$ cat config.mk
export PLATFORM = sky130hd
export DESIGN_NAME = sysa_seq_flat
export DESIGN_NICKNAME = d
export VERILOG_FILES = /design/src/rtl/sysa_pkg.sv /design/src/rtl/sysa_seq_if.sv /design/src/rtl/sysa_resbuf.sv /design/src/rtl/sysa_seq.sv /design/src/flat_wrapper.sv
export SDC_FILE = /design/constraint.sdc
export NUM_CORES = 1
export LEC_CHECK = 0
export ABC_CLOCK_PERIOD_IN_PS = 8900
export CAP_MARGIN = 10
export CORE_MARGIN = 2
export CORE_UTILIZATION = 35
export CTS_BUF_LIST = sky130_fd_sc_hd__clkbuf_8
export DETAILED_ROUTE_END_ITERATION = 7
export PLACE_DENSITY = 0.52
export SYNTH_ARGS = -nofsm -noshare
export SYNTH_HDL_FRONTEND = slang
export SYNTH_HIERARCHICAL = 1
export SYNTH_SLANG_ARGS = --single-unit
$ cat constraint.sdc
create_clock -name clk -period 8.9 [get_ports clk]
set_input_delay 0.89 -clock clk [delete_from_list [all_inputs] [get_ports clk]]
set_output_delay 0.89 -clock clk [all_outputs]
set_load 0.005 [all_outputs]
$ cat src/rtl/sysa_pkg.sv
// ============================================================================
// sysa_pkg: shared constants, state encoding and capture-index helper for the
// 3x3 systolic-array job sequencer.
// Revision: 1.0
// ============================================================================
`default_nettype none

package sysa_pkg;

   localparam int N          = 3;
   localparam int NRES       = N * N;
   localparam int DATA_W_DEF = 8;
   localparam int ACC_W_DEF  = 16;
   localparam int DRAIN_DEF  = 4;

   typedef enum logic [2:0] {
      S_IDLE   = 3'd0,
      S_LOAD_W = 3'd1,
      S_LOAD_I = 3'd2,
      S_DRAIN  = 3'd3,
      S_OUT    = 3'd4
   } seq_state_t;

   // Column j (1-based) result for input row r lives at slot 3*(j-1)+r.
   function automatic logic [3:0] cap_idx(input int j, input int r);
      return 4'(N * (j - 1) + r);
   endfunction

endpackage

`default_nettype wire

$ cat src/rtl/sysa_seq_if.sv
// ============================================================================
// sysa_seq_if: word-input and result-output valid/ready ports of the sequencer.
// Revision: 1.0
// ============================================================================
`default_nettype none

interface sysa_seq_if #(
   parameter int DATA_W = sysa_pkg::DATA_W_DEF,
   parameter int ACC_W  = sysa_pkg::ACC_W_DEF
);
   logic                in_valid;
   logic                in_ready;
   logic [3*DATA_W-1:0] in_data;
   logic                res_valid;
   logic                res_ready;
   logic [ACC_W-1:0]    res_data;
   logic [3:0]          res_idx;

   modport slave (
      input  in_valid, in_data, res_ready,
      output in_ready, res_valid, res_data, res_idx
   );

   modport master (
      output in_valid, in_data, res_ready,
      input  in_ready, res_valid, res_data, res_idx
   );
endinterface

`default_nettype wire

$ cat src/rtl/sysa_resbuf.sv
// ============================================================================
// sysa_resbuf: 9-entry result register file, three indexed write ports,
// one read mux, synchronous clear.
// Revision: 1.0
// ============================================================================
`default_nettype none

module sysa_resbuf
   import sysa_pkg::*;
#(
   parameter int ACC_W = ACC_W_DEF
) (
   input  logic                     clk,
   input  logic                     rst,
   input  logic                     clr,
   input  logic [N-1:0]             we,
   input  logic [N-1:0][3:0]        widx,
   input  logic [N-1:0][ACC_W-1:0]  wdata,
   input  logic [3:0]               ridx,
   output logic [ACC_W-1:0]         rdata
);

   logic [ACC_W-1:0] mem [NRES];

   always_ff @(posedge clk) begin
      if (rst || clr) begin
         for (int i = 0; i < NRES; i++) mem[i] <= '0;
      end else begin
         for (int p = 0; p < N; p++) begin
            if (we[p] && int'(widx[p]) < NRES) mem[widx[p]] <= wdata[p];
         end
      end
   end

   assign rdata = (int'(ridx) < NRES) ? mem[ridx] : '0;

endmodule

`default_nettype wire

$ cat src/rtl/sysa_seq.sv
// ============================================================================
// sysa_seq: loads weights and inputs into the 3x3 systolic array, de-skews the
// column outputs into a result buffer and streams the nine results out.
// Revision: 1.0
// ============================================================================
`default_nettype none

module sysa_seq
   import sysa_pkg::*;
#(
   parameter int DATA_W = DATA_W_DEF,
   parameter int ACC_W  = ACC_W_DEF,
   parameter int DRAIN  = DRAIN_DEF
) (
   input  logic                clk,
   input  logic                rst,
   sysa_seq_if.slave           bus,
   output logic                sa_wload,
   output logic [1:0]          sa_wrow,
   output logic [N*DATA_W-1:0] sa_w,
   output logic                sa_en,
   output logic [N*DATA_W-1:0] sa_in,
   input  logic [ACC_W-1:0]    sa_out1,
   input  logic [ACC_W-1:0]    sa_out2,
   input  logic [ACC_W-1:0]    sa_out3,
   output logic                busy,
   output logic                done
);

   localparam int ECNT_W = $clog2(N + DRAIN + 1);
   localparam int DCNT_W = $clog2(DRAIN + 1);

   seq_state_t          state, next_state;
   logic [1:0]          wcnt, nxt_wcnt;
   logic [ECNT_W-1:0]   ecnt;
   logic [DCNT_W-1:0]   dcnt, nxt_dcnt;
   logic [3:0]          ridx, nxt_ridx;
   logic                nxt_wload, nxt_en, nxt_done;
   logic [1:0]          nxt_wrow;
   logic [N*DATA_W-1:0] nxt_w, nxt_in;
   logic                buf_clr, ecnt_clr;
   logic                in_fire, res_fire;

   logic [N-1:0]             cap_we;
   logic [N-1:0][3:0]        cap_widx;
   logic [N-1:0][ACC_W-1:0]  cap_wdata;
   logic [ACC_W-1:0]         rd_data;

   assign bus.in_ready  = (state == S_IDLE || state == S_LOAD_W || state == S_LOAD_I) && !rst;
   assign bus.res_valid = (state == S_OUT);
   assign bus.res_idx   = ridx;
   assign bus.res_data  = rd_data;
   assign busy          = (state != S_IDLE);

   assign in_fire  = bus.in_valid && bus.in_ready;
   assign res_fire = bus.res_valid && bus.res_ready;

   always_ff @(posedge clk) begin
      if (rst) state <= S_IDLE;
      else     state <= next_state;
   end

   always_comb begin
      next_state = state;
      nxt_wcnt   = wcnt;
      nxt_dcnt   = dcnt;
      nxt_ridx   = ridx;
      nxt_wload  = 1'b0;
      nxt_wrow   = sa_wrow;
      nxt_w      = sa_w;
      nxt_en     = 1'b0;
      nxt_in     = sa_in;
      nxt_done   = 1'b0;
      buf_clr    = 1'b0;
      ecnt_clr   = 1'b0;
      unique case (state)
         S_IDLE: begin
            if (in_fire) begin
               buf_clr    = 1'b1;
               nxt_wload  = 1'b1;
               nxt_wrow   = 2'd0;
               nxt_w      = bus.in_data;
               nxt_wcnt   = 2'd1;
               next_state = S_LOAD_W;
            end
         end
         S_LOAD_W: begin
            if (in_fire) begin
               nxt_wload = 1'b1;
               nxt_wrow  = wcnt;
               nxt_w     = bus.in_data;
               nxt_wcnt  = wcnt + 2'd1;
               if (wcnt == 2'd2) begin
                  nxt_wcnt   = 2'd0;
                  ecnt_clr   = 1'b1;
                  next_state = S_LOAD_I;
               end
            end
         end
         S_LOAD_I: begin
            // wcnt is reused here to count accepted input rows.
            if (in_fire) begin
               nxt_en   = 1'b1;
               nxt_in   = bus.in_data;
               nxt_wcnt = wcnt + 2'd1;
               if (wcnt == 2'd2) begin
                  nxt_dcnt   = '0;
                  next_state = S_DRAIN;
               end
            end
         end
         S_DRAIN: begin
            // One extra cycle after the last drain enable lets its capture land.
            if (dcnt != DCNT_W'(DRAIN)) begin
               nxt_en   = 1'b1;
               nxt_in   = '0;
               nxt_dcnt = dcnt + 1'b1;
            end else begin
               next_state = S_OUT;
            end
         end
         S_OUT: begin
            if (res_fire) begin
               if (ridx == 4'(NRES - 1)) begin
                  nxt_ridx   = '0;
                  nxt_done   = 1'b1;
                  next_state = S_IDLE;
               end else begin
                  nxt_ridx = ridx + 4'd1;
               end
            end
         end
         default: next_state = S_IDLE;
      endcase
   end

   always_ff @(posedge clk) begin
      if (rst) begin
         wcnt     <= '0;
         dcnt     <= '0;
         ridx     <= '0;
         ecnt     <= '0;
         sa_wload <= 1'b0;
         sa_wrow  <= '0;
         sa_w     <= '0;
         sa_en    <= 1'b0;
         sa_in    <= '0;
         done     <= 1'b0;
      end else begin
         wcnt     <= nxt_wcnt;
         dcnt     <= nxt_dcnt;
         ridx     <= nxt_ridx;
         sa_wload <= nxt_wload;
         sa_wrow  <= nxt_wrow;
         sa_w     <= nxt_w;
         sa_en    <= nxt_en;
         sa_in    <= nxt_in;
         done     <= nxt_done;
         if (ecnt_clr)   ecnt <= '0;
         else if (sa_en) ecnt <= ecnt + 1'b1;
      end
   end

   // Column j+1 carries row r = ecnt-j-2 during enabled cycle ecnt.
   always_comb begin
      for (int j = 0; j < N; j++) begin
         cap_we[j]   = 1'b0;
         cap_widx[j] = '0;
         if (sa_en && int'(ecnt) >= j + 2 && int'(ecnt) <= j + 4) begin
            cap_we[j]   = 1'b1;
            cap_widx[j] = cap_idx(j + 1, int'(ecnt) - j - 2);
         end
      end
   end

   assign cap_wdata[0] = sa_out1;
   assign cap_wdata[1] = sa_out2;
   assign cap_wdata[2] = sa_out3;

   sysa_resbuf #(.ACC_W(ACC_W)) u_resbuf (
      .clk   (clk),
      .rst   (rst),
      .clr   (buf_clr),
      .we    (cap_we),
      .widx  (cap_widx),
      .wdata (cap_wdata),
      .ridx  (ridx),
      .rdata (rd_data)
   );

endmodule

`default_nettype wire
$ cat src/flat_wrapper.sv
// flat-port wrapper written by rule: the top's interface ports become plain ports
module sysa_seq_flat import sysa_pkg::*;
#(
   parameter int DATA_W = DATA_W_DEF,
   parameter int ACC_W  = ACC_W_DEF,
   parameter int DRAIN  = DRAIN_DEF
)
  (clk, rst, sa_wload, sa_wrow, sa_w, sa_en, sa_in, sa_out1, sa_out2, sa_out3, busy, done, bus_in_valid, bus_in_data, bus_res_ready, bus_in_ready, bus_res_valid, bus_res_data, bus_res_idx);
  sysa_seq_if #(.DATA_W(DATA_W), .ACC_W(ACC_W)) bus_i ();
  input  logic clk;
  input  logic rst;
  output logic sa_wload;
  output logic [1:0] sa_wrow;
  output logic [N*DATA_W-1:0] sa_w;
  output logic sa_en;
  output logic [N*DATA_W-1:0] sa_in;
  input  logic [ACC_W-1:0] sa_out1;
  input  logic [ACC_W-1:0] sa_out2;
  input  logic [ACC_W-1:0] sa_out3;
  output logic busy;
  output logic done;
  input wire logic [$bits(bus_i.in_valid)-1:0] bus_in_valid;
  input wire logic [$bits(bus_i.in_data)-1:0] bus_in_data;
  input wire logic [$bits(bus_i.res_ready)-1:0] bus_res_ready;
  output wire logic [$bits(bus_i.in_ready)-1:0] bus_in_ready;
  output wire logic [$bits(bus_i.res_valid)-1:0] bus_res_valid;
  output wire logic [$bits(bus_i.res_data)-1:0] bus_res_data;
  output wire logic [$bits(bus_i.res_idx)-1:0] bus_res_idx;
  assign bus_i.in_valid = bus_in_valid;
  assign bus_i.in_data = bus_in_data;
  assign bus_i.res_ready = bus_res_ready;
  assign bus_in_ready = bus_i.in_ready;
  assign bus_res_valid = bus_i.res_valid;
  assign bus_res_data = bus_i.res_data;
  assign bus_res_idx = bus_i.res_idx;
  sysa_seq #(.DATA_W(DATA_W), .ACC_W(ACC_W), .DRAIN(DRAIN)) u_core (.clk(clk), .rst(rst), .bus(bus_i), .sa_wload(sa_wload), .sa_wrow(sa_wrow), .sa_w(sa_w), .sa_en(sa_en), .sa_in(sa_in), .sa_out1(sa_out1), .sa_out2(sa_out2), .sa_out3(sa_out3), .busy(busy), .done(done));
endmodule
==> impl_metrics.csv, run 1 <==
group,metric,value,unit
global_route,grt_pass1_vias,9731,
placement,dpl_cell_area,0.01383,mm²
routing,wl,40200,µm
power_and_ir_drop,powerDensity,151.6,mW/mm²
timing,rsz0062_at_grt,"no",
floorplanning,core,0.03446,mm²
global_route,grt_max_degree,58,
worst_setup_path,crit_fanout,57,
synth,synth-main-ff-cell,"edfxtp_1",
timing,setup_viol,0,
timing,finalClockSkew,0.02373,ns
timing,hold_slack,0.4497,ns
routing,avgRoutedWirePerCell,21.92,µm
synth,synthDistinctLibCells,73,
synth,synth_warnings,6,
floorplanning,die_w,190.9,µm
worst_setup_path,worstSetupPathType,"flop to primary output",
cells_and_area,layout-drive-gt1-share,11.02,%
timing,tns,0,ns
placement,dp_slack,4.285,ns
synth,synth-seq-cells,212,
synth,netlist_instances,1283,
routing,viasPerCell,5.707,
cts,cts_tree,"yes",
timing,worst_pin_slew,1.164,ns
routing,postRouteAntennaNets,0,
worst_setup_path,critPathArrivalTime,3.32,ns
cts,clkLatencyLatePin,0.55,ns
worst_setup_path,startpoint_type,"flop",
synth,synth_area_leaders,"edfxtp_1, dfxtp_1, a221o_1",
timing,period_share,47.33,%
routing,drt_iter0_drc,1111,
cts,clk_transition_reported_paths,0.06,ns
cells_and_area,fin_nets,1440,
global_route,grtUsageTotal,21.73,%
worst_setup_path,reg2regPathDepth,5,
worst_setup_path,reg2reg_from,"u_core/state[0]",
cells_and_area,diodes,0,
synth,async_flop_share,0,%
synth,syn_area,0.01223,mm²
synth,ys_seq_area_share,46.49,%
global_route,grt_overflow,0,
timing,min_period,4.212,ns
cts,postCtsSetupBuffers,0,
placement,portBuffers,151,
floorplanning,die_area,0.03645,mm²
status,status,"complete, no violations",
routing,vias,10470,
cells_and_area,design_area,0.01460,mm²
cts,numCtsBuffers,40,
synth,synth_top_area_share,35.36,%
cts,cts_sinks,212,
cells_and_area,post-route-util,42.36,%
power_and_ir_drop,p_leak,5.162,nW
cells_and_area,areaGrowthSynthToFinish,19.35,%
floorplanning,rows,68,
timing,layout_setup_ws,4.688,ns
routing,drc,0,
worst_setup_path,required,8.01,ns
min_path,hp-class,"flop to flop",
synth,syn-num-nets,1374,
global_route,antenna_found_initial,0,
floorplanning,io_pins,152,
worst_setup_path,startpoint,"u_core/bus.res_idx[0]",
synth,synth-edff-count,144,
floorplanning,initial_core_util,35.49,%
routing,drt_first_pass_iters,5,
timing,fmax,237.4,MHz
cts,cts_buffer_depth,3,
placement,gp_congestion,0.8473,
flow_run,max-cap-violations,0,
worst_setup_path,cp-end-kind,"primary output",
timing,slew_viol_final,0,
cts,cts_root_buf,"clkbuf_8",
min_path,hold_start,"u_core/sa_wrow[1]",
global_route,grt_first_pass_wirelength,60740,µm
timing,slew_headroom,22.15,%
cts,cts_hold_buf,0,
cts,h-tree-depth,2,
worst_setup_path,rrSetupSlack,4.86,ns
cts,post_cts_resize_count,0,
worst_setup_path,cp-endpoint,"bus_res_data[14]",
timing,hold_viol_final,0,
power_and_ir_drop,vdd_drop_max,0.00009616,V
floorplanning,die_h,190.9,µm
worst_setup_path,r2r-end,"u_core/u_resbuf/mem[5][0]",
synth,avgSynthCellArea,9.532,µm²
synth,yosysTopAreaCell,"edfxtp_1",
placement,hpwl,27860,µm
[worst min-delay path by stage]
stage,endpoint,slack (ns),cells after the start
CTS,u_core/sa_wrow[1],0.45,2
floorplan,u_core/sa_wrow[1],0.45,2
global placement,u_core/sa_wrow[1],0.44,2
global route,u_core/sa_w[23],0.47,2
detailed placement,u_core/sa_wrow[1],0.44,2
finish,u_core/sa_wrow[1],0.45,2
[layer usage]
metal	GRT usage [%]	part of all wire (%)	vias to the layer above
li1	-	-	4910
met1	32.31	46	5035
met2	32.44	43	464
met3	3.653	8.5	58
met4	5.784	1.9	0
met5	0	0	-
[power by group]
part	internal (mW)	total [mW]	leakage [nW]	switching, mW
combinational	0.0732	0.188	2.66	0.115
clock	0.482	0.913	0.424	0.431
sequential	1.09	1.11	2.08	0.0176
[cell families after synthesis]
logic type                 after synthesis  share of synthesized area, %
AOI/OAI and AO/OA                      309                         19.06
DFF                                    212                         46.49
other                                    1                       0.03066
xor gates and xnor gates                 2                        0.1433
adders and majority gates               15                         1.535
buffers and inverters                  183                         6.353
muxes                                   34                         4.676
and+or+nand+nor                        527                         21.71
[final cells by class]
cell class	count	area (µm²)
inverters	38	142.6
flip-flops and latches	212	5688
clock inverters	28	143.9
clock buffers	44	605.6
well taps	455	569.3
repair buffers	169	1645
multi-input cells	888	5801
fillers	3365	19860
[critical path: stages (launching register included)]
cell	delay [ns]
dfxtp_2	0.47
buf_4	0.65
mux4_2	0.58
nor2b_1	0.14
a211oi_1	0.22
a21oi_1	0.12
clkdlybuf4s50_1	0.52
[cells in the final DEF (no fill, tap or decap), types with 10 or more instances in the layout]
master,instances
edfxtp_1,144
nor2_2,11
a22oi_2,12
mux4_2,17
mux2_2,15
dfxtp_1,66
nand2b_1,36
nand3_1,61
nor2_1,99
nor3_1,60
and3_1,38
nand2_1,145
a21oi_1,78
clkdlybuf4s50_1,150
clkinv_1,10
a31oi_1,50
inv_1,47
nor2b_1,15
a221o_1,78
ha_1,15
a22oi_1,13
clkbuf_8,44
and2_1,11
o22ai_1,30
buf_4,17
[flip-flops by register name, indices dropped and copies added, names as in the netlist]
signal,flops
u_core/u_resbuf/mem,144
u_core/sa_in,24
u_core/sa_w,24
u_core/bus.res_idx,4
u_core/dcnt,3
u_core/ecnt,3
u_core/state,3
u_core/sa_wrow,2
u_core/wcnt,2
u_core/done,1
u_core/sa_en,1
u_core/sa_wload,1
[metrics by stage]
step | power (mW) | instances
after floorplan | 1.207 | 1283
after global placement | 1.317 | 1761
after detailed placement | 1.317 | 1761
after CTS | 2.230 | 1833
after global routing | 2.289 | 1834
final | 2.213 | 1834
[cell usage after synthesis (all sizes together), types with 38 or more instances]
cell	n
a21oi	78
nor2	110
and3	38
nand3	61
clkbuf	99
nor3	69
buf	46
nand2	145
edfxtp	144
dfxtp	68
a31oi	50
a221o	78
Power figures use the tool's default switching activity.
==> run 2, diff against run 1 <==
--- a/config.mk
+++ b/config.mk
@@ -5,13 +5,13 @@
 export SDC_FILE = /design/constraint.sdc
 export NUM_CORES = 1
 export LEC_CHECK = 0
-export ABC_CLOCK_PERIOD_IN_PS = 8900
+export ABC_CLOCK_PERIOD_IN_PS = 3390
 export CAP_MARGIN = 10
 export CORE_MARGIN = 2
 export CORE_UTILIZATION = 35
 export CTS_BUF_LIST = sky130_fd_sc_hd__clkbuf_8
 export DETAILED_ROUTE_END_ITERATION = 7
-export PLACE_DENSITY = 0.52
+export PLACE_DENSITY = 0.54
 export SYNTH_ARGS = -nofsm -noshare
 export SYNTH_HDL_FRONTEND = slang
 export SYNTH_HIERARCHICAL = 1
==> constraint.sdc (replaced) <==
create_clock -name clk -period 3.39 [get_ports clk]
set_input_delay 0.339 -clock clk [delete_from_list [all_inputs] [get_ports clk]]
set_output_delay 0.339 -clock clk [all_outputs]
set_load 0.005 [all_outputs]
==> run 2 against run 1 <==
  * Setup slack got worse by 4.5 ns
  * Global-route usage rose by 0.93 points
  * Largest power group unchanged
  * First-iteration DRC count fell by 19%
  * Via count rose by 2.1%
  * Critical path depth fell by 1
  * Sequential cell count did not move
  * Sequential share of layout area fell by 0.97 points
  * Clock skew rose by 0.0053 ns
  * Clock-buffer cell count did not move
  * Critical endpoint is now bus_res_data[12]
==> impl_metrics.csv, run 2 (same netlist as run 1, synthesis figures left out) <==
group,metric,value,unit
global_route,grt_first_pass_wirelength,62700,µm
floorplanning,die_h,190.9,µm
placement,gp_congestion,0.8404,
routing,viasPerCell,5.698,
cts,cts_buffer_depth,3,
routing,vias,10680,
cts,h-tree-depth,2,
timing,worst_pin_slew,0.8179,ns
placement,post-place-cells,1805,
cells_and_area,largest_reg_flops,144,
global_route,antenna_found_initial,1,
timing,period_share,93.63,%
timing,finalClockSkew,0.02904,ns
worst_setup_path,cp-end-kind,"primary output",
worst_setup_path,r2r-end,"u_core/u_resbuf/mem[1][1]",
timing,setup_viol,0,
placement,hpwl,27690,µm
cells_and_area,final_cell_mix,"clkdlybuf4s50_1, nand2_1, edfxtp_1",
worst_setup_path,worstSetupPathType,"flop to primary output",
cts,numCtsBuffers,40,
worst_setup_path,required,3.05,ns
timing,min_period,3.174,ns
routing,avgRoutedWirePerCell,22.02,µm
worst_setup_path,cp-endpoint,"bus_res_data[12]",
timing,layout_setup_ws,0.2159,ns
timing,tns,0,ns
min_path,hp-class,"input pin to flop",
floorplanning,die_area,0.03645,mm²
worst_setup_path,rrSetupSlack,0.27,ns
floorplanning,io_pins,152,
timing,hold_slack,0.3788,ns
floorplanning,core,0.03446,mm²
global_route,grt_max_degree,70,
cells_and_area,top_regs,"u_core/u_resbuf/mem x144, u_core/sa_in x24, u_core/sa_w x24",
routing,drc,0,
power_and_ir_drop,power,5.877,mW
worst_setup_path,reg2reg_from,"u_core/ecnt[1]",
floorplanning,die_w,190.9,µm
status,status,"complete, no violations",
power_and_ir_drop,vdd_drop_max,0.0001920,V
timing,rsz0062_at_grt,"no",
worst_setup_path,reg2regPathDepth,10,
placement,dp_slack,0.02147,ns
worst_setup_path,crit_fanout,26,
cts,cts_sinks,212,
routing,wl_met3,3413,µm
routing,drt-met1-wl,17790,µm
global_route,grt_pass1_vias,10370,
cts,cts_hold_buf,0,
routing,wl,41290,µm
routing,postRouteAntennaNets,0,
worst_setup_path,startpoint_type,"flop",
global_route,grtUsageTotal,22.66,%
cells_and_area,instances_no_fill,1875,
timing,fmax,315.1,MHz
floorplanning,initial_core_util,35.49,%
floorplanning,rows,68,
flow_run,max-cap-violations,0,
cts,clk_transition_reported_paths,0.06,ns
worst_setup_path,startpoint,"u_core/bus.res_idx[1]",
cts,clkLatencyLatePin,0.57,ns
routing,drt_first_pass_iters,6,
placement,portBuffers,151,
routing,drt_iter0_drc,903,
power_and_ir_drop,p_leak,5.405,nW
cells_and_area,areaGrowthSynthToFinish,22.39,%
cells_and_area,fin_nets,1483,
cts,postCtsSetupBuffers,0,
routing,maxUsedRoutingLayer,"met4",
timing,slew_headroom,45.48,%
cts,cts_tree,"yes",
timing,slew_viol_final,0,
power_and_ir_drop,powerDensity,392.7,mW/mm²
cells_and_area,regMostFlops,"u_core/u_resbuf/mem",
global_route,grt_overflow,0,
cells_and_area,final_common_cell,"clkdlybuf4s50_1",
timing,hold_viol_final,0,
worst_setup_path,critPathArrivalTime,2.84,ns
cells_and_area,fillers,3397,
cts,cts_root_buf,"clkbuf_8",
routing,wl_met2,18960,µm
cells_and_area,layout-drive-gt1-share,13.88,%
run 2: cell types whose count changed in the layout (fill, tap and decap cells not counted), moves of 2 or more:
cell,previous run,this run
buf_4,17,59
inv_1,47,51
clkinv_2,4,2
clkinv_1,10,5
clkinvlp_4,2,0
or2_2,2,4
or2_1,5,3
buf_12,0,2
run 2: how the worst min path moves through the flow:
stage | slack (ns) | cells past startpoint | start | to
after floorplan | 0.45 | 2 | u_core/sa_wrow[1] | u_core/sa_wrow[1]
after global placement | 0.44 | 2 | u_core/sa_w[3] | u_core/sa_w[3]
after detailed placement | 0.45 | 2 | u_core/sa_wrow[1] | u_core/sa_wrow[1]
after CTS | 0.34 | 3 | bus_in_data[10] | u_core/sa_w[10]
after global routing | 0.37 | 3 | bus_in_data[12] | u_core/sa_w[12]
final | 0.38 | 3 | bus_in_data[10] | u_core/sa_w[10]
run 2: repair_timing:
item,4_1_cts,5_1_grt
hold endpoints to repair,0,0
endpoints found under the setup margin,0,113
resized for setup,0,5
run 2: layout make-up:
cell class | instances | area, µm² | share of cell area [%]
clock buffers | 44 | 605.6 | 4.046
well taps | 455 | 569.3 | 3.804
repair buffers | 212 | 1989 | 13.29
flip-flops and latches | 212 | 5688 | 38.00
multi-input cells | 888 | 5816 | 38.86
clock inverters | 25 | 153.9 | 1.028
inverters | 38 | 142.6 | 0.9530
diodes | 1 | 2.502 | 0.01672
run 2: through the flow:
step	instance area, µm²	util [%]
floorplan	12240	-
global placement	14190	41.18
detailed placement	14190	41.18
CTS	14950	43.38
global route	14970	43.44
finish	14970	43.44
run 2: report_power, final:
group          total [mW]  switching, mW  internal [mW]  leakage (nW)
clock network        2.46           1.12           1.34         0.448
registers            2.90         0.0362           2.87          2.08
logic               0.513          0.305          0.209          2.87
total                5.88           1.46           4.41          5.40
run 2: routing by layer:
| metal | track usage [%] | vias up |
|---|---|---|
| li1 | - | 4993 |
| met1 | 31.13 | 5120 |
| met2 | 35.79 | 487 |
| met3 | 3.562 | 83 |
| met4 | 8.795 | 0 |
| met5 | 0 | - |
run 2: worst max-delay path, cell delays in order, from the launching register on:
cell and delay [ns]:
dfxtp_2 0.74, buf_4 0.39, mux4_2 0.24, inv_1 0.08
o22ai_1 0.25, clkdlybuf4s50_1 0.56
